==> config.mk <==
export PLATFORM = sky130hd
export DESIGN_NAME = mac_accum_sequencer
export DESIGN_NICKNAME = d
export VERILOG_FILES = /design/src/rtl/mac_accum_sequencer_pkg.sv /design/src/rtl/tree_sat_decode.sv /design/src/rtl/mac_accum_sequencer.sv
export SDC_FILE = /design/constraint.sdc
export NUM_CORES = 1
export LEC_CHECK = 0
export ABC_AREA = 0
export BUFFER_PORTS_ARGS = -buffer_cell sky130_fd_sc_hd__buf_2
export CORE_AREA = 2 2 145 147
export CTS_CLUSTER_SIZE = 8
export DETAILED_ROUTE_END_ITERATION = 12
export DIE_AREA = 0 0 147 149
export GPL_TIMING_DRIVEN = 0
export PLACE_DENSITY = 0.68
export SETUP_SLACK_MARGIN = 0.05
export SLEW_MARGIN = 10
export SYNTH_ARGS = -nofsm -noshare
export SYNTH_HDL_FRONTEND = slang
export SYNTH_SLANG_ARGS = --single-unit
==> constraint.sdc <==
create_clock -name clk -period 2.1 [get_ports clk]
set_input_delay 0.42 -clock clk [delete_from_list [all_inputs] [get_ports clk]]
set_output_delay 0.42 -clock clk [all_outputs]
set_load 0.03 [all_outputs]
==> src/rtl/mac_accum_sequencer_pkg.sv <==
// mac_accum_sequencer_pkg: shared MAC widths, saturation constants and tree_sum decode
package mac_accum_sequencer_pkg;
  localparam int LANES = 9;
  localparam int OP_W = 8;
  localparam int BIAS_W = 16;
  localparam int TREE_W = 14;
  localparam int RES_W = 13;
  localparam int PASS_W = 4;
  localparam logic [RES_W-1:0] SAT_POS = 13'h0FFF;
  localparam logic [RES_W-1:0] SAT_NEG = 13'h1000;
  typedef struct packed {
    logic [RES_W-1:0] val;
    logic sat;
  } dec_t;
  function automatic dec_t sat_decode(input logic [TREE_W-1:0] s);
    dec_t d;
    d.sat = s[TREE_W-1] ^ s[TREE_W-2];
    d.val = !d.sat ? s[RES_W-1:0] : s[TREE_W-1] ? SAT_NEG : SAT_POS;
    return d;
  endfunction
endpackage

==> src/rtl/tree_sat_decode.sv <==
// tree_sat_decode: maps the guarded 14-bit tree sum onto a saturated 13-bit value
module tree_sat_decode
  import mac_accum_sequencer_pkg::*;
(
  input  logic [TREE_W-1:0] tree_sum,
  output logic [RES_W-1:0]  value,
  output logic              sat
);
  assign {value, sat} = sat_decode(tree_sum);
endmodule

==> src/rtl/mac_accum_sequencer.sv <==
// mac_accum_sequencer: issues operand beats to the MAC tree and accumulates PASSES beats per result
module mac_accum_sequencer
  import mac_accum_sequencer_pkg::*;
#(
  parameter int PASSES = 4
) (
  input  logic                   clk,
  input  logic                   reset,
  input  logic                   in_valid,
  output logic                   in_ready,
  input  logic [LANES*OP_W-1:0]  in_act,
  input  logic [LANES*OP_W-1:0]  in_wgt,
  input  logic [BIAS_W-1:0]      in_bias,
  input  logic                   clear,
  output logic [LANES*OP_W-1:0]  tree_act,
  output logic [LANES*OP_W-1:0]  tree_wgt,
  output logic [BIAS_W-1:0]      tree_bias,
  output logic [RES_W-1:0]       tree_pre,
  input  logic [TREE_W-1:0]      tree_sum,
  output logic                   out_valid,
  input  logic                   out_ready,
  output logic [RES_W-1:0]       out_data,
  output logic                   out_sat,
  output logic [PASS_W-1:0]      pass_idx
);
  localparam logic [PASS_W-1:0] LAST = PASS_W'(PASSES - 1);
  logic op_valid_q, op_valid_d;
  logic [LANES*OP_W-1:0] act_q, act_d, wgt_q, wgt_d;
  logic [BIAS_W-1:0] bias_q, bias_d;
  logic [PASS_W-1:0] pass_q, pass_d;
  logic [RES_W-1:0] acc_q, acc_d, out_data_q, out_data_d, dec_val;
  logic sat_acc_q, sat_acc_d, out_valid_q, out_valid_d, out_sat_q, out_sat_d;
  logic dec_sat, last, advance, accept, retire, emit;
  tree_sat_decode u_dec (
    .tree_sum (tree_sum),
    .value    (dec_val),
    .sat      (dec_sat)
  );
  // a last-pass beat may only retire once the previous result has a free slot
  always_comb begin
    last = pass_q == LAST;
    advance = !(last && out_valid_q && !out_ready);
    in_ready = !clear && (!op_valid_q || advance);
    accept = in_valid && in_ready;
    retire = op_valid_q && advance && !clear;
    emit = retire && last;
    op_valid_d = !clear && (accept || (op_valid_q && !retire));
    act_d = accept ? in_act : act_q;
    wgt_d = accept ? in_wgt : wgt_q;
    bias_d = accept ? in_bias : bias_q;
    pass_d = clear ? '0 : retire ? (last ? '0 : pass_q + 1'b1) : pass_q;
    acc_d = clear ? '0 : (retire && !last) ? dec_val : acc_q;
    sat_acc_d = clear ? 1'b0 : retire ? (!last && (sat_acc_q || dec_sat)) : sat_acc_q;
    out_valid_d = emit || (out_valid_q && !out_ready);
    out_data_d = emit ? dec_val : out_data_q;
    out_sat_d = emit ? (sat_acc_q || dec_sat) : out_sat_q;
  end
  always_ff @(posedge clk or negedge reset)
    if (!reset) begin
      op_valid_q <= 1'b0;
      act_q <= '0;
      wgt_q <= '0;
      bias_q <= '0;
      pass_q <= '0;
      acc_q <= '0;
      sat_acc_q <= 1'b0;
      out_valid_q <= 1'b0;
      out_data_q <= '0;
      out_sat_q <= 1'b0;
    end else begin
      op_valid_q <= op_valid_d;
      act_q <= act_d;
      wgt_q <= wgt_d;
      bias_q <= bias_d;
      pass_q <= pass_d;
      acc_q <= acc_d;
      sat_acc_q <= sat_acc_d;
      out_valid_q <= out_valid_d;
      out_data_q <= out_data_d;
      out_sat_q <= out_sat_d;
    end
  assign tree_act = act_q;
  assign tree_wgt = wgt_q;
  assign tree_bias = pass_q == '0 ? bias_q : '0;
  assign tree_pre = pass_q == '0 ? '0 : acc_q;
  assign pass_idx = pass_q;
  assign out_valid = out_valid_q;
  assign out_data = out_data_q;
  assign out_sat = out_sat_q;
endmodule

==> run summary, run 1 <==
MaxCap Viol Count: 0
Total GRT Usage: 0.188
Hold WS: -9.02 ps
CTS tree: built
via count: 5853
PwrDens: 947 nW/µm²
WL final: 21.3 mm
hpwl dp: 15.9 mm
total gr overflow: 0
FF-to-FF setup slack: 50 ps
Synth Area in XOR/XNOR: 0.00110
Gate power share: 0.263
clock root buffer: clkbuf_16
Starting Density: 0.386
IO buf count: 370
H-tree depth: 4
fraction of layout cells with a size suffix above 1: 0.569
fraction of registers with async set/reset: 1.00
vias in the first global route: 5954
Die Span X: 147 µm
residual DRC count: 0
adder-cell share of the synthesized area: 0.00631
count of pins over their slew limit: 0
first-pass GRT wire length: 32.0 mm
Int Pwr: 7030 µW
status: finished, violations left
CP Buf/Inv Count: 3
Crit path arrival time: 1710 ps
pin count of the biggest net entering global routing: 100
Setup WS pre-CTS: -263 ps
CP Launch Type: flop
Synth Area in Simple Gates: 0.0518
Site Rows: 53
Ys Warns: 0
Area Overhead vs Synth: 42.5%
Sequential Power Share: 0.419
syn_nets: 725
largest family of logic cells by synthesized area: multiplexers
initial drt markers: 208
worst slew pin tran: 781 ps
Setup crit end kind: primary output
Setup Viol. Count Final: 8
sequential area share after synthesis: 0.612
Die Height: 149 µm
Setup WS post-layout: -27.4 ps
Cell variety after synth: 32
commonest register cell after synthesis: dfrtp_1
Worst Skew: 14.9 ps
Core ar.: 20600 µm²
power share of the clock group: 0.318
Max clock buf depth: 2
commonest non-fill, non-tap cell in the layout: buf_2
post-synthesis mux area share: 0.262
synthesized area: 7930 µm²
Final Critical Period: 2130 ps
syn_area_per_cell: 14.6 µm²
fmax: 470 MHz
failing checks: negative hold slack, negative setup slack
RSZ-0062 raised after global routing: yes
crit-path max FO: 6
antenna-violating nets left: 0
DIE AREA: 21900 µm²
Hold WC Path Type: in2async
slowest stage delay, CP: 460 ps
Slowest cell on crit path: dfrtp_2
CTS Buf Count: 17
sw frac: 0.343
synthesis-stage register bit count: 194
Mapped Cells: 542
Synth Area in Compound Gates: 0.0341
EDFF count, synth: 0
crit-path leading delay family: flip-flops
hold buffers post-CTS: 0
antenna violations before repair: 0
drt pass-1 iters: 4
CP required: 1680 ps
crit-path cells: nor2_4 > buf_8 > and2_4 > clkbuf_16 > nor2b_1 > buf_4
Lkg Pwr: 0.00563 µW
Slew headroom: 0.479
antenna diode count: 0
DR WL/cell: 17.2 µm
I/O pin count: 372
most frequent cells in the layout: buf_2 (340), dfrtp_1 (190), mux2_1 (100)
Fin. Hold Viols: 9
nets: 1132
GP Congestion: 0.808
clock tree sinks: 194
Reg clk slew, reported paths: 80 ps
critical path class: reg2out
clock latency on the worst-skew pair: 440 ps
via density per instance: 4.73
setup_tns: -110 ps
maximum VDD drop: 0.000576 V
fin crit share: 1.01
switching power of the nets: 3670 µW
## cells by family after synthesis
logic type / count (synthesis)
AOI/OAI and AO/OA: 38
xor gates and xnor gates: 1
and+or+nand+nor: 65
adders and majority gates: 4
muxes: 186
buffers and inverters: 54
DFF: 194
## stage by stage
step / instance area (µm²) / power [µW] / util / std cells
global route: 11300 / 11200 / 0.550 / 1237
floorplan: 7940 / 6220 / - / 542
finish: 11300 / 10700 / 0.550 / 1237
global placement: 10100 / 7170 / 0.493 / 1187
detailed placement: 10200 / 7220 / 0.495 / 1188
CTS: 11100 / 10800 / 0.540 / 1231
## routing by layer
layer,track usage,routed length (µm)
met1,0.236,8790
met2,0.317,10600
met3,0.0550,1470
met4,0.0596,360
met5,0,0
## state kept, by name (all words and copies together) (netlist names)
signal / flops
out_valid: 1
tree_wgt: 72
bias_q: 16
sat_acc_q: 1
op_valid_q: 1
out_data: 13
pass_idx: 4
tree_act: 72
out_sat: 1
acc_q: 13
## final timing paths
check	startpoint	endpoint	cells past startpoint
max	pass_idx[3]	tree_pre[2]	6
min	reset	tree_act[36]	1
max reg2reg	pass_idx[0]	tree_wgt[27]	6
min reg2reg	tree_wgt[51]	tree_wgt[51]	1
max in group asynchronous	reset	tree_wgt[18]	2
min in group clk	in_wgt[40]	tree_wgt[40]	2
## power by group through the flow
stage | combinational, µW | sequential [µW] | clock [µW]
final | 2810 | 4480 | 3400
after global routing | 2970 | 4540 | 3680
after CTS | 2770 | 4480 | 3510
after detailed placement | 2670 | 4550 | 0
after global placement | 2640 | 4530 | 0
after floorplan | 783 | 5440 | 0
## synth_stat cells, types with 3 or more instances
cell | n | share of area
nor2b_1 | 16 | 0.013
buf_4 | 11 | 0.010
clkbuf_1 | 14 | 0.0066
dfrtp_1 | 194 | 0.61
nand3_1 | 3 | 0.0019
mux2i_1 | 13 | 0.016
buf_2 | 9 | 0.0057
nor2_1 | 4 | 0.0019
mux2_2 | 73 | 0.10
a211o_1 | 12 | 0.013
a21oi_1 | 16 | 0.010
nand2b_1 | 16 | 0.013
ha_1 | 4 | 0.0063
mux2_1 | 100 | 0.14
inv_1 | 19 | 0.0090
and3_1 | 16 | 0.013
nand2_1 | 3 | 0.0014
## final cells by class
cell class	count	area (µm²)
clock buffer	17	425
fill	1775	9260
tap	275	344
multi-input combinational	294	2950
sequential	194	4860
buffer	35	268
clock inverter	15	205
inverter	19	71.3
timing repair buffer	388	2170
## what timing repair did
action / 4_1_cts / 5_1_grt
pin swaps: 4 / 3
cloned: 0 / 1
endpoints found under the setup margin: 209 / 192
gates resized for setup: 66 / 49
buffers inserted: 11 / 5
Power figures use the tool's default switching activity.
==> run 2, diff against run 1 <==
HOLD_SLACK_MARGIN = 0.12   (was unset)
==> run summary, run 2 (synthesis gave the netlist of run 1 again) <==
antenna-violating nets left: 0 (unchanged)
Setup WS pre-CTS: -263 ps (unchanged)
first-pass GRT wire length: 32.1 mm (about the same)
crit path launch: pass_idx[3]
slowest stage delay, CP: 460 ps (about the same)
Crit path arrival time: 1710 ps (about the same)
crit-path max FO: 6 (unchanged)
status: finished, violations left
Setup WS post-layout: -27.9 ps (-0.541 ps)
Hold WS: 194 ps (+203 ps)
WL final: 21.3 mm (about the same)
fmax: 470 MHz (about the same)
antenna violations before repair: 0 (unchanged)
Site Rows: 53 (unchanged)
CTS tree: built
Die Height: 149 µm (unchanged)
reg2reg end: tree_wgt[27]
PwrDens: 946 nW/µm² (about the same)
Hold WC Path Type: in2reg
Reg area: 4860 µm² (unchanged)
residual DRC count: 0 (unchanged)
Slowest cell on crit path: dfrtp_2
crit-path leading delay family: flip-flops
multi-input logic area: 2950 µm² (unchanged)
Max clock buf depth: 2 (unchanged)
min-delay src: in_wgt[40]
total gr overflow: 0 (unchanged)
final std cell area, no fill: 11300 µm² (about the same)
Area Overhead vs Synth: 42.6% (about the same)
Worst Skew: 14.9 ps (-0.0233 ps)
pin count of the biggest net entering global routing: 100 (unchanged)
placement-stage cell area: 10200 µm² (unchanged)
commonest non-fill, non-tap cell in the layout: buf_2
R2R depth: 6 (unchanged)
WHS Path Cells: 2
initial drt markers: 189 (-9.1%)
reg2reg start: pass_idx[0]
fin util: 0.550 (about the same)
Fin. Hold Viols: 0 (-9)
CP Buf/Inv Count: 3 (unchanged)
Lkg Pwr: 0.00563 µW (about the same)
nets: 1133 (+0.088%)
Total GRT Usage: 0.188 (about the same)
CP required: 1680 ps (about the same)
FF-to-FF setup slack: 50 ps (about the same)
worst slew pin tran: 776 ps (-4.89 ps)
Final Critical Period: 2130 ps (+0.541 ps)
Overall Power: 10700 µW (about the same)
via count: 5854 (+0.017%)
Setup Viol. Count Final: 8 (unchanged)
hpwl dp: 15.9 mm (unchanged)
clock latency on the worst-skew pair: 440 ps (about the same)
I/O pin count: 372 (unchanged)
CP Launch Type: flop
critical path class: reg2out
fin crit share: 1.01 (about the same)
crit-path cells: nor2_4 > buf_8 > and2_4 > clkbuf_16 > nor2b_1 > buf_4
instance count on the critical path: 6 (unchanged)
fraction of layout cells with a size suffix above 1: 0.568 (-0.000590)
CTS Buf Count: 17 (unchanged)
Slew headroom: 0.482 (+0.00326)
most frequent cells in the layout: buf_2 (340), dfrtp_1 (190), mux2_1 (100)
IO buf count: 370 (unchanged)
maximum VDD drop: 0.000576 V (about the same)
clock root buffer: clkbuf_16
via density per instance: 4.73 (about the same)
vias in the first global route: 5960 (+0.10%)
DR WL/cell: 17.2 µm (about the same)
Core ar.: 20600 µm² (unchanged)
Starting Density: 0.386 (unchanged)
MaxCap Viol Count: 0 (unchanged)
clock tree sinks: 194 (unchanged)
Reg clk slew, reported paths: 90 ps (about the same)
count of pins over their slew limit: 0 (unchanged)
drt pass-1 iters: 4 (unchanged)
antenna diode count: 0 (unchanged)
Die Span X: 147 µm (unchanged)
H-tree depth: 4 (unchanged)
RSZ-0062 raised after global routing: yes
Min-Delay Endpoint: tree_wgt[40]
filler cell count: 1774 (-0.056%)
DIE AREA: 21900 µm² (unchanged)
GP Congestion: 0.808 (unchanged)
failing checks: negative setup slack
Setup crit end kind: primary output
## run 2: worst max-delay path by stage
| stage | endpoint | slack (ps) |
|---|---|---|
| after floorplan | tree_pre[10] | -50 |
| after global placement | pass_idx[0] | -3010 |
| after detailed placement | tree_pre[4] | -260 |
| after CTS | tree_pre[2] | -70 |
| after global routing | tree_pre[2] | -80 |
| final | tree_pre[2] | -30 |
## run 2: area by class of cell
class / count / share of cell area
Buffer: 35 / 0.0237
Clock buffer: 17 / 0.0376
Clock inverter: 15 / 0.0181
Inverter: 19 / 0.00631
Multi-Input combinational cell: 294 / 0.261
Sequential cell: 194 / 0.430
Tap cell: 275 / 0.0304
Timing Repair Buffer: 389 / 0.193
## run 2: stage by stage
stage	TNS, ps	instances
floorplan	-460	542
global placement	-545890	1187
detailed placement	-29150	1188
CTS	-847	1232
global route	-2970	1238
finish	-116	1238
## run 2: layer usage
| metal | GRT usage | part of all wire |
|---|---|---|
| met1 | 0.236 | 0.41 |
| met2 | 0.317 | 0.50 |
| met3 | 0.0550 | 0.070 |
| met4 | 0.0596 | 0.017 |
| met5 | 0 | 0 |
## run 2: where the power goes
part           leakage, µW  switching [µW]  internal, µW
Clock             0.000306            1660          1750
Combinational      0.00299            1770          1040
Sequential         0.00233             237          4240
## run 2: repair_timing
action / in CTS / in global routing
setup buffers: 11 / 5
endpoints found under the hold margin: 98 / 0
cloned: 0 / 1
gates resized for setup: 66 / 49
pin swaps: 4 / 3
endpoints found under the setup margin: 209 / 192
hold buffers: 1 / 0
